### config.mk
export PLATFORM = sky130hd
export DESIGN_NAME = mod_enc_round_ctrl
export DESIGN_NICKNAME = d
export VERILOG_FILES = /design/src/rtl/mod_enc_round_ctrl.sv
export SDC_FILE = /design/constraint.sdc
export NUM_CORES = 1
export LEC_CHECK = 0
export ABC_AREA = 1
export CAP_MARGIN = 25
export CORE_MARGIN = 1.5
export CORE_UTILIZATION = 50
export CTS_CLUSTER_SIZE = 40
export DETAILED_ROUTE_END_ITERATION = 10
export GPL_TIMING_DRIVEN = 1
export PLACE_DENSITY = 0.83
export SLEW_MARGIN = 30
export SYNTH_ARGS = -nofsm -noshare
export SYNTH_HDL_FRONTEND = slang
export SYNTH_SLANG_ARGS = --single-unit
### constraint.sdc
create_clock -name clk -period 1.8 [get_ports clk]
set_clock_uncertainty 0.2 [all_clocks]
set_input_delay 0.36 -clock clk [delete_from_list [all_inputs] [get_ports clk]]
set_output_delay 0.36 -clock clk [all_outputs]
set_load 0.005 [all_outputs]
### src/rtl/mod_enc_round_ctrl.sv
// AES encryption round sequencer: steps SB -> SR -> MC -> ARK per round, skipping MC in the last round.
// Latency: 4*NR cycles from the start-sampling edge to the done pulse when the key is always ready.
// Backpressure: key_rdy=0 in INIT or ARK holds state and round, adding one cycle per stalled cycle.
module mod_enc_round_ctrl #(
  parameter int NR = 14
) (
  input  logic       clk,
  input  logic       resetn,
  input  logic       start,
  input  logic       key_rdy,
  output logic       sb_en,
  output logic       sr_en,
  output logic       mc_en,
  output logic       ark_en,
  output logic [1:0] ark_src,
  output logic [3:0] round_idx,
  output logic       busy,
  output logic       done
);

  localparam logic [3:0] NR_L = 4'(NR);

  localparam logic [1:0] SRC_PT = 2'd0;
  localparam logic [1:0] SRC_MC = 2'd1;
  localparam logic [1:0] SRC_SR = 2'd2;

  typedef enum logic [2:0] {
    S_IDLE,
    S_INIT,
    S_SB,
    S_SR,
    S_MC,
    S_ARK,
    S_DONE
  } state_t;

  state_t     state;
  state_t     state_nxt;
  logic [3:0] round;
  logic [3:0] round_nxt;
  logic [1:0] src_nxt;

  // Registered decodes of the state being entered; ark_en only gates the key-wait window with key_rdy.
  logic       ark_win;

  // Next-state and next-round selection; the round counter only advances out of a non-final ARK.
  always_comb begin
    state_nxt = state;
    round_nxt = round;
    case (state)
      S_IDLE: begin
        if (start) begin
          state_nxt = S_INIT;
          round_nxt = 4'd0;
        end
      end
      S_INIT: begin
        if (key_rdy) begin
          state_nxt = S_SB;
          round_nxt = 4'd1;
        end
      end
      S_SB:   state_nxt = S_SR;
      S_SR:   state_nxt = (round < NR_L) ? S_MC : S_ARK;
      S_MC:   state_nxt = S_ARK;
      S_ARK: begin
        if (key_rdy) begin
          if (round < NR_L) begin
            state_nxt = S_SB;
            round_nxt = round + 4'd1;
          end else begin
            state_nxt = S_DONE;
          end
        end
      end
      S_DONE: begin
        state_nxt = S_IDLE;
        round_nxt = 4'd0;
      end
      default: begin
        state_nxt = S_IDLE;
        round_nxt = 4'd0;
      end
    endcase
  end

  // addRoundKey source for the state being entered: plaintext in INIT, MC output normally, SR output in the final round.
  always_comb begin
    src_nxt = SRC_PT;
    if (state_nxt == S_ARK) begin
      src_nxt = (round_nxt < NR_L) ? SRC_MC : SRC_SR;
    end
  end

  // State, round and Moore output registers; reset clears everything immediately.
  always_ff @(posedge clk or posedge resetn) begin
    if (resetn) begin
      state     <= S_IDLE;
      round     <= 4'd0;
      sb_en     <= 1'b0;
      sr_en     <= 1'b0;
      mc_en     <= 1'b0;
      ark_win   <= 1'b0;
      ark_src   <= SRC_PT;
      round_idx <= 4'd0;
      busy      <= 1'b0;
      done      <= 1'b0;
    end else begin
      state     <= state_nxt;
      round     <= round_nxt;
      sb_en     <= (state_nxt == S_SB);
      sr_en     <= (state_nxt == S_SR);
      mc_en     <= (state_nxt == S_MC);
      ark_win   <= (state_nxt == S_INIT) || (state_nxt == S_ARK);
      ark_src   <= src_nxt;
      round_idx <= (state_nxt == S_IDLE) ? 4'd0 : round_nxt;
      busy      <= (state_nxt != S_IDLE) && (state_nxt != S_DONE);
      done      <= (state_nxt == S_DONE);
    end
  end

  // The key bus handshake is the only path from an input straight to an output.
  assign ark_en = ark_win & key_rdy;

endmodule

Word level (Yosys, flattened, before mapping)
Cells that the tools add are included.
{"block": "word_totals", "reg_bits": 19, "latchBits": 0, "ramBits": 0, "mem_bits_ro": 0, "in_bits": 4, "output_inout_bits": 12, "n_memories": 0}
{"block": "op_classes", "add_sub_neg": 1, "multipliers": 0, "n_div": 0, "order_cmp": 2, "eq_ne": 12, "shifts": 0, "n_mux": 14, "bitwise_logic": 1, "n_reduce_logical": 6}
{"op": "4-bit 2-to-1 mux", "n": 5}
{"op": "3-bit case mux with 6 select lines", "n": 1}
{"op": "4-bit case mux with 4 select lines", "n": 1}
{"op": "3-bit == test (second input constant)", "n": 5}
{"op": "3-bit by 2-bit == test with 1-bit output (second input constant)", "n": 4}
{"op": "3-bit 2-to-1 mux", "n": 4}
{"op": "4-bit less-than comparator (second input constant)", "n": 2}
{"op": "3-bit by 1-bit == test with 1-bit output (second input constant)", "n": 2}
{"op": "3-bit zero test", "n": 2}
{"op": "4-bit by 1-bit adder with 4-bit output (second input constant)", "n": 1}
{"op": "2-bit 2-to-1 mux", "n": 2}
{"op": "3-bit inequality test (second input constant)", "n": 1}
{"op": "3-bit nonzero test", "n": 1}
{"op": "3-bit OR reduction", "n": 1}
{"op": "1-bit AND", "n": 1}
{"op": "1-bit logical AND", "n": 1}
{"op": "1-bit logical OR", "n": 1}
{"op": "1-bit 2-to-1 mux", "n": 1}

Logic depth before layout (Yosys ltp)
Gate-level depths: netlist of run 1.
{"block": "depth", "ltp_word": 7, "mapped_depth": 10, "mapped_depth_nobuf": 9}

Least setup slack after synthesis of run 1
Ideal clock, no wire load.
{"block": "synth_path", "path_type": "input to register", "from": "input port key_rdy", "to": "register busy", "setup_time_ns": 0.120, "arrival_time_ns": 1.151, "required_time_ns": 1.480, "path_slack_ns": 0.329, "path_stages": 10, "path_cell_list": "buf_2 -> inv_1 -> nand3_1 -> nand2_1 -> nor2_1 -> nand2_2 -> nor2_1 -> nand2_1 -> inv_2 -> nor2_1"}
{"block": "synth_between", "elab_chain_cells": 4}
{"element": "start, declared", "line": "10", "source": "input logic key_rdy,"}
{"element": "3-bit 2-to-1 mux, on equally long branches", "line": "67, 58"}
{"element": "3-bit case mux with 6 select lines (*)", "line": "50", "source": "case (state)"}
{"element": "via state_nxt[0]", "line": "38", "source": "state_t state_nxt;"}
{"element": "3-bit inequality test or 3-bit nonzero test (tied branches)", "line": "117", "source": "busy <= (state_nxt != S_IDLE) && (state_nxt != S_DONE);"}
{"element": "1-bit logical AND (*)", "line": "117"}
{"element": "end signal, assigned", "line": "117"}
{"element": "end, declared", "line": "17", "source": "output logic busy,"}
Mark *: on every way through the listed nets, which the timed path passes. The rest lies on a longest branch.

Worst setup path in the final report of run 1
{"block": "layout_path", "from": "register ark_src[1]", "to": "output port ark_src[1]"}
{"element": "start, declared", "line": "15", "source": "output logic [1:0] ark_src,"}
{"element": "start signal, assigned", "line": "115", "source": "ark_src <= src_nxt;"}
No word-level cell between the ends.

==> results of run 1 <==
worst max path at each step:
stage,startpoint,end,slack [ps],cells after the start
2_1_floorplan,key_rdy,busy,330,10
3_3_place_gp,key_rdy,ark_en,-220,4
3_5_place_dp,key_rdy,ark_src[1],-280,10
4_1_cts,round[1],ark_src[1],60,8
5_1_grt,state[1],ark_src[1],2,9
6_report,ark_src[1],ark_src[1],70,1
cells in the mapped netlist, drive strengths merged:
cell / count
ha: 1
o21bai: 2
dfrtp: 19
clkbuf: 1
buf: 1
inv: 21
nor2: 23
nor3: 1
o21ai: 1
nand4: 1
nand3b: 2
nand3: 17
nand2: 31
registers in the layout, summed over array words and instances, names as in the netlist:
name       cells
sr_en          1
busy           1
mc_en          1
ark_src        2
round          4
round_idx      4
state          3
ark_win        1
sb_en          1
done           1
metal layers:
layer | track usage | share of wire | vias up
met5 | 0 | 0 | -
li1 | - | - | 427
met4 | 0.09143 | 0.012 | 0
met3 | 0.03571 | 0.043 | 4
met2 | 0.3915 | 0.52 | 26
met1 | 0.2800 | 0.42 | 424
final cells by class:
type | instances | area (um2) | area share
Sequential cell | 19 | 478.0 | 0.3946
Multi-Input combinational cell | 79 | 357.8 | 0.2955
Timing Repair Buffer | 27 | 237.7 | 0.1963
Inverter | 21 | 78.83 | 0.06508
Tap cell | 25 | 31.28 | 0.02583
Clock buffer | 3 | 22.52 | 0.01860
Clock inverter | 1 | 5.005 | 0.004132
where the power goes:
part / internal (uW) / total, uW / switching, uW
clock: 82.9 / 221 / 138
sequential: 550 / 653 / 104
combinational: 353 / 747 / 394
per-stage QoR:
stage | setup TNS (ps) | power, uW | hold slack (ps) | area (um2)
after floorplan | 0 | 1029 | 111.1 | 917.1
after global placement | -2221 | 1354 | 421.3 | 1179
after detailed placement | -2423 | 1386 | 427.1 | 1179
after CTS | 0 | 1605 | 181.1 | 1204
after global routing | 0 | 1744 | 225.5 | 1211
final | 0 | 1621 | 166.6 | 1211
kinds of logic (layout without fill, tap and decap cells):
family / Yosys count / in the layout
AOI/OAI and AO/OA: 3 / 3
DFF: 19 / 19
and+or+nand+nor: 75 / 75
buffers and inverters: 23 / 52
adders and majority gates: 1 / 1
==> results.txt, run 1 <==
----------------------------------------------------
[Floorplanning]
  Floorplan die area ... 0.002100 mm2
  DIE HEIGHT ... 45.83 um
  Initial Utilization ... 0.5312
  Site row count ... 15
  I/O pin cnt ... 16
  Width of the die ... 45.83 um
  Core area ... 0.001727 mm2

[Timing]
  Post-route fraction of the period consumed by the critical path ... 0.9591
  Slew Limit Fails ... 0
  Worst slew margin relative to its limit ... 0.8382
  Max Clk Rate ... 579.2 MHz
  Transition time of the tightest slew-check pin ... 242.7 ps
  Setup ws final ... 73.59 ps
  Unrepaired setup endpoints after global routing ... no
  Crit path time final ... 1726 ps
  Setup violation total in the final timing report ... 0
  Hold violation total from the final report ... 0

[Synthesis]
  Flip-flop and latch count after synthesis ... 19
  Portion of synthesized cell area occupied by the leading cell type ... 0.5184
  Post-synthesis compound-gate area fraction ... 0.02592
  Cells after synthesis ... 121
  Adder and majority gate portion of the synthesized area ... 0.01364
  Main combinational cell family by area after synthesis ... simple AND/OR/NAND/NOR gates
  Cell type contributing the most total cell area after synthesis ... sky130_fd_sc_hd__dfrtp_1
  Portion of the post-synthesis area used by sequential elements ... 0.5184
  Post-Syn Area ... 917.1 um2
  Cell types with the largest area share after synthesis ... sky130_fd_sc_hd__dfrtp_1 52%, sky130_fd_sc_hd__nand2_1 12%, sky130_fd_sc_hd__nor2_1 9.4%, sky130_fd_sc_hd__nand3_1 9.3%, sky130_fd_sc_hd__inv_1 7.8%
  Multiplexer area fraction after synthesis ... 0
  Distinct cell type count after synthesis ... 15
  Fraction of the mapped netlist area in simple logic gates ... 0.3452
  Synthesized-area fraction occupied by xor and xnor cells ... 0
  Mean post-synth cell area ... 7.580 um2
  Yosys Warn Count ... 0
  Syn Nets ... 126

[Global routing]
  First-pass GRT wire length ... 3.318 mm
  Residual overflow from global routing ... 0
  Largest net degree at the start of global routing ... 20
  Number of antenna violations at the first check in global routing ... 0
  Number of global-route vias before repair ... 780
  Tot GR Track Use ... 0.2268

[Drt]
  DR iter-0 viols ... 38
  Number of nets still failing antenna checks after routing ... 0
  First-pass iteration count of the detailed router ... 4
  Via-to-Cell Ratio ... 5.034
  Wire per inst ... 11.94 um
  Post-detailed-routing wire length ... 2.090 mm
  Remaining routing DRC violations ... 0
  Overall via count from detail_route ... 881

[Clocking]
  Number of resized instances in the post-cts repair step ... 2
  Maximum root-to-sink buffer count ... 2
  Post-CTS setup buffer count ... 0
  Clk root buf ... sky130_fd_sc_hd__clkbuf_4
  Clock latency at the later pin of the worst-skew pair ... 300 ps
  Clock transition at the registers of the reported paths ... 110 ps
  Number of sinks handled by clock tree synthesis ... 19
  Hold bufs inserted after CTS ... 0
  TritonCTS clock tree ... yes
  H-tree lvl count ... 1
  Number of CTS-inserted buffers ... 3

[Pwr]
  Maximum resistive drop on vdd ... 0.0009184 V
  Total power divided by cell area ... 1339 mW/mm2
  Static leakage ... 0.0006558 uW

[Critical path]
  Slowest stage cell on the critical path ... sky130_fd_sc_hd__clkdlybuf4s50_1
  Critical Path End Type ... output port
  Delay contributed by the slowest stage of the critical path ... 500 ps
  Worst path arrival time ... 1170 ps
  Maximum net fanout on the critical path ... 1
  Combined buffer and inverter count along the critical path ... 1
  Worst setup slack for register-to-register paths ... 150 ps
  R2r startpoint ... round[1]
  Crit-path cells ... clkdlybuf4s50_1
  Largest delay share family, worst path ... buffers and inverters
  Worst EP required ... 1240 ps
  Class of the most critical setup path ... reg2out
  Startpoint kind of the worst setup timing path ... register
  Path depth of the worst reg2reg path ... 8
  R2r endpoint ... round_idx[0]

[Layout]
  Layout Cells excl Fill ... 175
  Ant. Diodes ... 0
  Most common library cell in the layout ignoring fill and taps ... sky130_fd_sc_hd__nand2_1
  Top library cells by usage in the layout, fill and taps aside ... 30 x sky130_fd_sc_hd__nand2_1, 21 x sky130_fd_sc_hd__nor2_1, 18 x sky130_fd_sc_hd__inv_1, 17 x sky130_fd_sc_hd__nand3_1, 17 x sky130_fd_sc_hd__dfrtp_1
  Number of fill cells in the layout ... 151
  Core utilization of the finished layout ... 0.7014
  Nets@finish ... 156
  Share of layout cells above drive strength 1 ... 0.1667
  Growth of design area from synthesis to finish ... 32.06%

[Place]
  Pre-CTS WS ... -283.0 ps
  Post-detail-place hpwl ... 1.527 mm
  Placed cell count ... 171
  Final GP Congestion ... 0.8820
  Port bufs ... 15

[Job]
  Maximum Capacitance Violations ... 0

[Min path]
  Class of the most critical hold timing path ... in2async

[Status]
  Status ... completed

----------------------------------------------------
No activity file was read; power rests on OpenSTA's default activity.
==> inputs of run 2 (changes only) <==
CTS_BUF_LIST = sky130_fd_sc_hd__clkbuf_4 sky130_fd_sc_hd__clkbuf_8 sky130_fd_sc_hd__clkbuf_16   (was unset)
==> results of run 2 <==
The final DEF is identical to that of run 1; final timing and power are the same.
==> inputs of run 3 (changes only) <==
CORE_MARGIN = 10   (was 1.5)
==> results.txt, run 3 (synthesized netlist as in run 1, its figures left out) <==
----------------------------------------------------
[Timing]
  Setup violation total in the final timing report ... 0 (unchanged)
  Unrepaired setup endpoints after global routing ... no (unchanged)
  Transition time of the tightest slew-check pin ... 235.9 ps (was 242.7 ps)
  Post-route fraction of the period consumed by the critical path ... 0.9838 (was 0.9591)
  Max Clk Rate ... 564.7 MHz (was 579.2 MHz)
  Hold violation total from the final report ... 0 (unchanged)
  Slew Limit Fails ... 0 (unchanged)
  Crit path time final ... 1771 ps (was 1726 ps)
  Worst slew margin relative to its limit ... 0.8427 (was 0.8382)

[Layout]
  Nets@finish ... 154 (was 156)
  Top library cells by usage in the layout, fill and taps aside ... 28 x sky130_fd_sc_hd__nand2_1, 21 x sky130_fd_sc_hd__nor2_1, 18 x sky130_fd_sc_hd__inv_1, 17 x sky130_fd_sc_hd__nand3_1, 17 x sky130_fd_sc_hd__dfrtp_1 (was 30 x sky130_fd_sc_hd__nand2_1, 21 x sky130_fd_sc_hd__nor2_1, 18 x sky130_fd_sc_hd__inv_1, 17 x sky130_fd_sc_hd__nand3_1, 17 x sky130_fd_sc_hd__dfrtp_1)
  Core utilization of the finished layout ... 0.6978 (was 0.7014)
  Growth of design area from synthesis to finish ... 31.38% (was 32.06%)
  Number of fill cells in the layout ... 146 (was 151)
  Ant. Diodes ... 0 (unchanged)
  Most common library cell in the layout ignoring fill and taps ... sky130_fd_sc_hd__nand2_1 (unchanged)
  Top flop regs ... round (4), round_idx (4), state (3) (unchanged)
  Share of layout cells above drive strength 1 ... 0.1689 (was 0.1667)
  Layout Cells excl Fill ... 173 (was 175)

[Drt]
  Number of nets still failing antenna checks after routing ... 0 (unchanged)
  Overall via count from detail_route ... 829 (was 881)
  Wire per inst ... 11.98 um (was 11.94 um)
  Post-detailed-routing wire length ... 2.072 mm (was 2.090 mm)
  Remaining routing DRC violations ... 0 (unchanged)
  First-pass iteration count of the detailed router ... 4 (unchanged)
  DR iter-0 viols ... 34 (was 38)
  Via-to-Cell Ratio ... 4.792 (was 5.034)

[Pwr]
  Static leakage ... 0.0006452 uW (was 0.0006558 uW)
  Maximum resistive drop on vdd ... 0.0009942 V (was 0.0009184 V)
  Internal power contribution ... 1007 uW (was 985.8 uW)
  Logic gate share of total power ... 0.469 (was 0.461)
  Fraction of power spent switching nets ... 0.3871 (was 0.3920)
  Portion of total power attributed to the clock network ... 0.134 (was 0.136)
  Proportion of power drawn by flip-flops and latches ... 0.397 (was 0.403)
  Net switching component of the power ... 636.0 uW (was 635.6 uW)
  Total power divided by cell area ... 1364 mW/mm2 (was 1339 mW/mm2)

[Floorplanning]
  Site row count ... 15 (unchanged)
  DIE HEIGHT ... 62.83 um (was 45.83 um)
  Core area ... 0.001727 mm2 (unchanged)
  Floorplan die area ... 0.003948 mm2 (was 0.002100 mm2)
  Initial Utilization ... 0.5312 (unchanged)
  Width of the die ... 62.83 um (was 45.83 um)
  I/O pin cnt ... 16 (unchanged)

[Global routing]
  Largest net degree at the start of global routing ... 20 (unchanged)
  First-pass GRT wire length ... 3.601 mm (was 3.318 mm)
  Number of antenna violations at the first check in global routing ... 0 (unchanged)
  Tot GR Track Use ... 0.1109 (was 0.2268)
  Number of global-route vias before repair ... 829 (was 780)
  Residual overflow from global routing ... 0 (unchanged)

[Job]
  Maximum Capacitance Violations ... 0 (unchanged)

[Place]
  Final GP Congestion ... 0.8987 (was 0.8820)
  Post-detail-place hpwl ... 1.649 mm (was 1.527 mm)
  Port bufs ... 15 (unchanged)
  Placed cell count ... 169 (was 171)

[Clocking]
  Post-CTS setup buffer count ... 0 (unchanged)
  TritonCTS clock tree ... yes (unchanged)
  Clock transition at the registers of the reported paths ... 100 ps (was 110 ps)
  Number of sinks handled by clock tree synthesis ... 19 (unchanged)
  Hold bufs inserted after CTS ... 0 (unchanged)
  Clk root buf ... sky130_fd_sc_hd__clkbuf_4 (unchanged)
  Number of CTS-inserted buffers ... 3 (unchanged)
  Maximum root-to-sink buffer count ... 2 (unchanged)
  H-tree lvl count ... 1 (unchanged)
  Clock latency at the later pin of the worst-skew pair ... 290 ps (was 300 ps)

[Status]
  Status ... completed (unchanged)

[Critical path]
  Class of the most critical setup path ... in2out (was reg2out)
  Critical Path End Type ... output port (unchanged)
  Startpoint kind of the worst setup timing path ... input port (was register)
  Worst path arrival time ... 1210 ps (was 1170 ps)
  Worst EP required ... 1240 ps (about the same)
  Maximum net fanout on the critical path ... 2 (was 1)

[Min path]
  Class of the most critical hold timing path ... in2async (unchanged)

----------------------------------------------------
## run 3: changes by cell type in the layout (fill, tap and decap cells not counted)
| cell | change |
|---|---|
| sky130_fd_sc_hd__dlygate4sd2_1 | -1 |
| sky130_fd_sc_hd__nand2_1 | -2 |
| sky130_fd_sc_hd__nand2_2 | +2 |
| sky130_fd_sc_hd__clkbuf_4 | +1 |
| sky130_fd_sc_hd__clkdlybuf4s50_1 | +1 |
| sky130_fd_sc_hd__clkinv_2 | -1 |
| sky130_fd_sc_hd__buf_4 | -2 |
## run 3: critical path, cell delays in order
cell and delay (ps):
sky130_fd_sc_hd__clkdlybuf4s50_1 480, sky130_fd_sc_hd__nand2_1 90, sky130_fd_sc_hd__inv_1 60, sky130_fd_sc_hd__dlygate4sd2_1 230
## run 3: layer usage
layer  share of wire  up-vias  GRT usage
met5               0        -          0
met2            0.50       21     0.1885
met4          0.0024        0    0.02514
met1            0.43      381     0.1192
met3           0.065        2    0.05735
li1                -      425          -
## run 3: stage by stage
stage	hold slack (ps)	total power, uW	cell area [um2]	TNS, ps	setup WS (ps)
after floorplan	111.1	1029	917.1	0	329.2
after global placement	420.9	1373	1164	-1765	-237.7
after detailed placement	440.7	1400	1164	-2274	-250.7
after CTS	185.7	1622	1192	0	18.04
after global routing	191.7	1791	1205	0	2.445
final	184.1	1643	1205	0	29.24
## run 3: worst paths after layout
kind | startpoint | to | slack, ps | depth (start not counted)
max in group asynchronous | resetn | state[1] | 1010 | 3
setup / recovery | key_rdy | ark_en | 30 | 4
hold / removal | resetn | ark_src[0] | 180 | 3
hold reg to reg | state[1] | round[0] | 470 | 3
min in group clk | state[1] | round[0] | 470 | 3
setup reg to reg | state[1] | mc_en | 160 | 8
## run 3: area by class of cell
cell class,count,area (um2),area share
well taps,25,31.28,0.02596
flip-flops and latches,19,478.0,0.3967
inverters,21,78.83,0.06542
multi-input cells,79,362.8,0.3011
clock buffers,4,30.03,0.02492
repair buffers,25,224.0,0.1859
## run 3: timing repair
action	CTS	global route
setup endpoints to repair	1	8
gates cloned	0	0
pin swaps	0	0
gates resized for setup	1	7
## run 3: power by group through the flow
stage	clock, uW	sequential (uW)	combinational [uW]
floorplan	0	634	395
global placement	0	644	730
detailed placement	0	648	752
CTS	226	640	757
global route	246	669	876
finish	220	653	771
